$ cat src/rtl/dcache_arbiter.sv
// ============================================================================
//  Module   : dcache_arbiter
//  Purpose  : Two-port round-robin arbiter in front of a data cache, with a
//             16-entry tag table routing out-of-order completions home.
//  Revision : 1.0  initial release
// ============================================================================
`timescale 1ns/1ps
`default_nettype none

module dcache_arbiter #(
   parameter int MAX_OUT  = 16,
   parameter int RR_RESET = 1
) (
   input  logic        clk,
   input  logic        rst,

   input  logic        req0_valid,
   input  logic        req0_rw,
   input  logic [31:0] req0_addr,
   input  logic [31:0] req0_data,
   input  logic [3:0]  req0_id,
   output logic        req0_ready,

   input  logic        req1_valid,
   input  logic        req1_rw,
   input  logic [31:0] req1_addr,
   input  logic [31:0] req1_data,
   input  logic [3:0]  req1_id,
   output logic        req1_ready,

   output logic        mem_valid,
   output logic        mem_rw,
   output logic [31:0] mem_addr,
   output logic [31:0] mem_data,
   output logic [3:0]  mem_id,
   input  logic        mem_stall,

   input  logic        mem_rvalid,
   input  logic [31:0] mem_rdata,
   input  logic [3:0]  mem_rid,

   output logic        rsp0_valid,
   output logic [31:0] rsp0_data,
   output logic [3:0]  rsp0_id,
   output logic        rsp1_valid,
   output logic [31:0] rsp1_data,
   output logic [3:0]  rsp1_id,

   output logic        busy,
   output logic        err
);

   localparam logic [4:0] c_max_out = 5'(MAX_OUT);

   logic [15:0] r_alloc;
   logic [15:0] r_owner;
   logic [3:0]  r_tid [16];
   logic        r_last;

   logic [4:0]  w_count;
   logic [3:0]  w_free_tag;
   logic        w_grant;
   logic        w_sel;
   logic        w_cpl_hit;
   logic [15:0] w_alloc_nxt;

   always_comb begin
      w_count    = '0;
      w_free_tag = '0;
      for (int i = 0; i < 16; i++)
         w_count = w_count + 5'(r_alloc[i]);
      // Scan downward so the lowest free index wins.
      for (int i = 15; i >= 0; i--)
         if (!r_alloc[i])
            w_free_tag = 4'(i);

      w_sel   = (req0_valid && req1_valid) ? ~r_last : req1_valid;
      w_grant = !rst && !mem_stall && (w_count < c_max_out) && (req0_valid || req1_valid);

      req0_ready = w_grant && !w_sel;
      req1_ready = w_grant &&  w_sel;

      w_cpl_hit = mem_rvalid && r_alloc[mem_rid];

      w_alloc_nxt = r_alloc;
      if (w_grant)
         w_alloc_nxt[w_free_tag] = 1'b1;
      if (w_cpl_hit)
         w_alloc_nxt[mem_rid] = 1'b0;
   end

   always_ff @(posedge clk or posedge rst) begin
      if (rst) begin
         r_alloc    <= '0;
         r_owner    <= '0;
         for (int i = 0; i < 16; i++)
            r_tid[i] <= '0;
         r_last     <= 1'(RR_RESET);
         mem_valid  <= 1'b0;
         mem_rw     <= 1'b0;
         mem_addr   <= '0;
         mem_data   <= '0;
         mem_id     <= '0;
         rsp0_valid <= 1'b0;
         rsp0_data  <= '0;
         rsp0_id    <= '0;
         rsp1_valid <= 1'b0;
         rsp1_data  <= '0;
         rsp1_id    <= '0;
         busy       <= 1'b0;
         err        <= 1'b0;
      end else begin
         r_alloc   <= w_alloc_nxt;
         busy      <= |w_alloc_nxt;
         mem_valid <= w_grant;

         if (w_grant) begin
            r_last              <= w_sel;
            r_owner[w_free_tag] <= w_sel;
            r_tid[w_free_tag]   <= w_sel ? req1_id : req0_id;
            mem_rw              <= w_sel ? req1_rw   : req0_rw;
            mem_addr            <= w_sel ? req1_addr : req0_addr;
            mem_data            <= w_sel ? req1_data : req0_data;
            mem_id              <= w_free_tag;
         end

         // Owner/id lookups use pre-edge table contents.
         rsp0_valid <= w_cpl_hit && !r_owner[mem_rid];
         rsp1_valid <= w_cpl_hit &&  r_owner[mem_rid];
         if (w_cpl_hit && !r_owner[mem_rid]) begin
            rsp0_data <= mem_rdata;
            rsp0_id   <= r_tid[mem_rid];
         end
         if (w_cpl_hit && r_owner[mem_rid]) begin
            rsp1_data <= mem_rdata;
            rsp1_id   <= r_tid[mem_rid];
         end

         if (mem_rvalid && !r_alloc[mem_rid])
            err <= 1'b1;
      end
   end

endmodule

`default_nettype wire

$ cat config.mk
export PLATFORM = sky130hd
export DESIGN_NAME = dcache_arbiter
export DESIGN_NICKNAME = d
export VERILOG_FILES = /design/src/rtl/dcache_arbiter.sv
export SDC_FILE = /design/constraint.sdc
export NUM_CORES = 1
export LEC_CHECK = 0
export BUFFER_PORTS_ARGS = -buffer_cell sky130_fd_sc_hd__buf_2
export CAP_MARGIN = 15
export CORE_UTILIZATION = 52
export CTS_BUF_LIST = sky130_fd_sc_hd__clkbuf_4
export DETAILED_ROUTE_END_ITERATION = 6
export PLACE_DENSITY_LB_ADDON = 0.2
export SKIP_LAST_GASP = 1
export SLEW_MARGIN = 15
export SYNTH_ARGS = -nofsm -noshare
export SYNTH_HDL_FRONTEND = slang
export SYNTH_SLANG_ARGS = --single-unit
export TNS_END_PERCENT = 50
$ cat constraint.sdc
create_clock -name clk -period 9.3 [get_ports clk]
set_input_delay 0.93 -clock clk [delete_from_list [all_inputs] [get_ports clk]]
set_output_delay 0.93 -clock clk [all_outputs]
set_load 0.1 [all_outputs]
Word level (Yosys, flattened, before mapping):

Cells that the tools add are included.

* memories kept: 0
* input bits: 180
* bits in registers: 243
* logic and storage cells: 119
* memory bits (writable): 0
* ROM bits: 0
* bits in latches: 0

* multiply operators: 0
* reduce and logical (&&, ||, !) cells: 20
* order comparisons: 8
* bitwise gates (word level): 6
* shift-type cells: 0
* divide/modulo/power cells: 0
* add/subtract/negate cells: 15
* mux-type cells: 38
* eq/ne operators: 0

Operators with widths (number)
* 4-bit 2-to-1 mux: 20
* 64-bit bitwise mux: 1
* 32-bit 2-to-1 mux: 2
* 5-bit by 1-bit adder with 5-bit output: 11
* 16-bit 2-to-1 mux: 2
* 16-bit AND: 1
* 4-bit binary-select mux with 4-bit select: 1
* 16-bit bitwise mux: 1
* 4-bit demux with 4-bit select: 1
* 16-bit inverter: 1
* 16-bit OR: 1
* 16-bit OR reduction: 1
* 1-bit logical AND: 13
* 5-bit >= comparator, second input constant: 2
* 4-bit by 5-bit less-than comparator with 1-bit output, second input constant: 2
* 4-bit inverter with 5-bit output: 2
* 1-bit binary-select mux with 4-bit select: 2
* 1-bit demux with 4-bit select: 2
* 4-bit by 1-bit >= comparator with 1-bit output, second input constant: 2
* 1-bit 2-to-1 mux: 6
* 4-bit by 1-bit adder with 5-bit output: 1
* 1-bit logical NOT: 5
* 5-bit by 1-bit less-than comparator with 1-bit output, second input constant: 1
* 5-bit less-than comparator, second input constant: 1
* 5 further kinds: 5

Depth between registers and ports, before layout:

* word-level depth: 25
* gate-level depth with buffers: 18

Worst setup path after synthesis:

No wires, ideal clock.

* kind: reg2out
* start point: register r_alloc[7]
* end point: output req1_ready
* arrival time: 5.033 ns
* cell stages (with the launch flop): 14
* required time: 8.370 ns
* path slack: 3.337 ns
* buffers on the path: 2
* cells stage by stage: dfrtp_1 > clkbuf_1 > inv_1 > fa_1 > fa_1 > fa_1 > fa_1 > inv_1 > ha_1 > and4b_1 > o21ai_2 > nand2_1 > clkbuf_1 > nor2_1

* word-level cells in the longest chain between the ends: 13

RTL lines
* start, declared: line 55 `logic [15:0] r_alloc;`
* start signal, assigned: line 113 `r_alloc <= w_alloc_nxt;`
* 5-bit by 1-bit adder with 5-bit output (9 in series): line 71 `w_count = w_count + 5'(r_alloc[i]);`
* 5-bit less-than comparator: line 78 `w_grant = !rst && !mem_stall && (w_count < c_max_out) && (req0_valid || req1_valid);`
* 1-bit logical AND (2 in series): line 78
* 1-bit logical AND: line 81 `req1_ready = w_grant && w_sel;`
* end, declared: line 29 `output logic req1_ready,`

No other way between the ends.

Final worst setup path:

* start point: register r_alloc[1]
* end point: output req1_ready

* word-level cells in the longest chain between the ends: 19

RTL lines (line)
* 1-bit by 1-bit adder with 2-bit output: 71
* 2-bit by 1-bit adder with 3-bit output: 71
* 3-bit by 1-bit adder with 4-bit output: 71
* 4-bit by 1-bit adder with 5-bit output: 71
* 5-bit by 1-bit adder with 5-bit output (11 in series): 71
* 5-bit less-than comparator: 78
* 1-bit logical AND (2 in series): 78
* 1-bit logical AND: 81

No other way between the ends.

==> impl_summary.txt <==
----------------------------------------------------
[Clocking]
  Root cell of the clock tree ... sky130_fd_sc_hd__clkbuf_4
  Clk Latency, worst-skew pair ... 660 ps
  Cells resized by post-CTS repair ... 0
  Hold buffer count at cts ... 0
  Number of buffers created by CTS ... 66
  CTS tree ... yes
  Buffers from clock root to sink, at most ... 3
  Number of levels in the clock H-tree ... 3
  Postcts setup bufs ... 0
  Sinks on Clock Net ... 243
  Clock-pin slew on the worst setup and hold paths ... 70 ps

[Logic synthesis]
  Synthesized Nets ... 1178
  Number of storage elements in the synthesis netlist ... 243
  Share of synthesized registers carrying an async set or reset ... 100%
  EDFF count, synth ... 0
  Number of cells produced by synthesis ... 985
  Syn Std Cell Area ... 11200 um2
  Synth Warn # ... 0
  Dominant synthesized flop cell ... sky130_fd_sc_hd__dfrtp_1
  Post-synthesis average cell area ... 11.4 um2
  Yosys cell types ... 60
  Sequential fraction of the synthesis area ... 54.2%

[Routing]
  Detailed-router iteration count before antenna repair ... 7
  Final routed DRC violation total ... 0
  Overall routed net length ... 28.9 mm
  Average via count per standard cell ... 5.50
  Wire length per cell after detailed routing ... 17.5 um
  Post-route antenna net violation count ... 0
  Number of DRC markers after the initial detailed-route iteration ... 536
  Vias ... 9069

[Layout]
  Share of post-route cells with drive strength above 1 ... 42.5%
  Number of filler instances in the final layout ... 1709
  Commonest non-fill, non-tap cell in the layout ... sky130_fd_sc_hd__buf_2
  Multi-input combinational cell area ... 4750 um2
  # nets final ... 1523
  Sequential cell area ... 6080 um2
  Most used cells in the layout excluding fill and tap cells ... sky130_fd_sc_hd__buf_2 (327), sky130_fd_sc_hd__dfrtp_1 (242), sky130_fd_sc_hd__nand2_1 (192)
  Relative area change from synthesis to final layout ... 23.0%

[Worst setup path]
  Data arrival time of the worst path ... 5340 ps
  Critical Path RT ... 8370 ps
  Critical-path top delay cell ... sky130_fd_sc_hd__fa_1
  CP cell instances ... inv_1 > fa_1 > fa_1 > fa_1 > fa_1 > inv_1 > ha_1 > and4b_1 > o21ai_2 > nand2_1 > nor2_1 > buf_2
  Critical Path Fanout Max ... 16
  Type of element launching the critical path ... register
  Critical path capture point type ... primary output
  Delay of the slowest cell on the worst path ... 550 ps
  Register-to-register setup slack ... 3630 ps
  Worst setup path category ... register to primary output
  Cell with the most instances on the worst path ... sky130_fd_sc_hd__fa_1

[STA]
  Endpoints failing setup ... 0
  Setup total negative slack ... 0 ps
  Maximum clock frequency ... 160 MHz
  Final number of max-transition violations ... 0
  Relative slew slack ... 30.0%
  Unrepaired setup endpoints after global routing ... false
  Worst hold margin ... 406 ps
  Worst-Margin Slew ... 1050 ps
  Clock skew ... 31.4 ps
  Post-route minimum period ... 6270 ps
  Final count of hold timing violations ... 0
  Final worst path period share ... 67.4%

[GRT]
  Number of antenna violations at the first check in global routing ... 1
  Vias in the first global route ... 8802
  Pin count of the biggest net entering global routing ... 109
  Wire length of the first global-routing pass ... 45.5 mm
  Global route overflow ... 0
  GRT Overall Usage ... 26.3%

[Floorplan]
  Y dimension of the die ... 149 um
  Full die area ... 22200 um2
  Placeable core region ... 21100 um2
  Die W ... 149 um
  Initial standard-cell utilization of the core ... 53.2%
  I/O pin count ... 328
  Number of cell rows ... 53

[Power]
  Leakage dissipation ... 6.97 nW
  Maximum vdd drop ... 0.000210 V
  Power per cell area ... 373 nW/um2

[Placement]
  Port bufs ... 327
  HPWL Detailed ... 20.1 mm
  Weighted congestion at the end of routability-driven global placement ... 0.931

[Min path]
  Worst min path class ... primary input to asynchronous set/reset pin

[Status]
  Outcome ... finished clean

[Job]
  Maximum Capacitance Violations ... 0

----------------------------------------------------
==> critical path: cells and delay by family, from the launching register on <==
kind / cells / cell delay, ps
and+or+nand+nor: 3 / 960
AOI/OAI and AO/OA: 1 / 370
buffers and inverters: 3 / 630
adders and majority gates: 5 / 2250
DFF: 1 / 480
==> cells in the mapped netlist, types with 2 or more instances <==
master                      number  area share (%)
sky130_fd_sc_hd__clkbuf_1       36             1.2
sky130_fd_sc_hd__a31oi_1        66             3.7
sky130_fd_sc_hd__nor3_2          5            0.45
sky130_fd_sc_hd__mux4_1          6             1.4
sky130_fd_sc_hd__a21oi_1        17            0.76
sky130_fd_sc_hd__ha_1            4            0.45
sky130_fd_sc_hd__nor4_1          2            0.11
sky130_fd_sc_hd__or3_1           3            0.17
sky130_fd_sc_hd__dfrtp_1       242              54
sky130_fd_sc_hd__a21o_1          2            0.13
sky130_fd_sc_hd__fa_1            9             1.6
sky130_fd_sc_hd__mux2_4         29             3.9
sky130_fd_sc_hd__nor2_2          2            0.11
sky130_fd_sc_hd__buf_12          3            0.53
sky130_fd_sc_hd__and2_1          3            0.17
sky130_fd_sc_hd__inv_1          27            0.90
sky130_fd_sc_hd__nand2_1       193             6.5
sky130_fd_sc_hd__mux2i_1         4            0.36
sky130_fd_sc_hd__nor2_1         91             3.0
sky130_fd_sc_hd__o22ai_1         2            0.11
sky130_fd_sc_hd__nor3_1          6            0.27
sky130_fd_sc_hd__a31o_2          2            0.16
sky130_fd_sc_hd__nand3b_1        2            0.13
sky130_fd_sc_hd__o32ai_1         2            0.16
sky130_fd_sc_hd__mux2_2         77             7.7
sky130_fd_sc_hd__buf_1           6            0.20
sky130_fd_sc_hd__buf_2           5            0.22
sky130_fd_sc_hd__buf_6           5            0.50
sky130_fd_sc_hd__and4_1          2            0.16
sky130_fd_sc_hd__nand4_1        11            0.61
sky130_fd_sc_hd__nand3_1         6            0.27
sky130_fd_sc_hd__nand2b_1        5            0.28
sky130_fd_sc_hd__mux4_2         24             4.8
sky130_fd_sc_hd__nor2b_1         4            0.22
sky130_fd_sc_hd__o31ai_1         6            0.40
sky130_fd_sc_hd__o21ai_0        51             2.3
sky130_fd_sc_hd__o2111ai_1       2            0.16
==> state kept, by name (all words and copies together) (netlist names), 4 cells and up <==
name / count
r_tid: 64
mem_addr: 32
mem_data: 32
rsp0_data: 32
rsp1_data: 32
r_alloc: 16
r_owner: 16
mem_id: 4
rsp0_id: 4
rsp1_id: 4
==> final timing paths <==
path / startpoint / end / cells after the start
max reg2reg: r_alloc[1] / mem_addr[13] / 13
min in group clk: err / err / 1
min: rst / r_alloc[3] / 2
max in group asynchronous: rst / r_tid[40] / 3
max: r_alloc[1] / req1_ready / 12
min reg2reg: err / err / 1
==> power breakdown <==
part           switching [mW]  internal [mW]  leakage, nW  total (mW)
registers               0.177           1.35         3.04        1.53
logic                    2.09          0.552         3.42        2.64
clock network           0.433          0.550        0.508       0.984
==> cell families (layout without fill, tap and decap cells) <==
logic type | count (synthesis) | in the layout | synth area share, %
mux | 140 | 140 | 18.2
other cells | 0 | 1 | 0
buf+inv | 83 | 471 | 3.60
flops | 243 | 243 | 54.2
simple gates | 342 | 342 | 13.1
fa+ha+maj | 13 | 13 | 2.05
compound gates | 164 | 164 | 8.89
==> per-stage QoR <==
stage	power [mW]	utilization [%]	setup slack [ps]	instances	area, um2
2_1_floorplan	3.46	-	1700	985	11200
3_3_place_gp	4.16	61.5	3820	1537	13000
3_5_place_dp	4.18	61.5	3720	1537	13000
4_1_cts	5.19	65.5	3050	1648	13800
5_1_grt	5.40	65.5	2790	1649	13800
6_report	5.16	65.5	3030	1649	13800
==> metal layers <==
metal | global-route usage (%) | vias up | wire length, um
met2 | 39.5 | 485 | 13500
met5 | 0 | - | 0
met1 | 35.9 | 4312 | 12000
met3 | 6.97 | 74 | 2660
met4 | 11.6 | 0 | 805
li1 | - | 4198 | -
==> cell type report <==
cell class,instances,area share (%)
antenna,1,0.0181
clock buffer,95,5.16
clock inverter,16,1.01
inverter,28,0.824
multi-input combinational,659,34.4
sequential,243,44.0
tap,275,2.49
timing repair buffer,332,12.1
No activity file was read; power rests on OpenSTA's default activity.
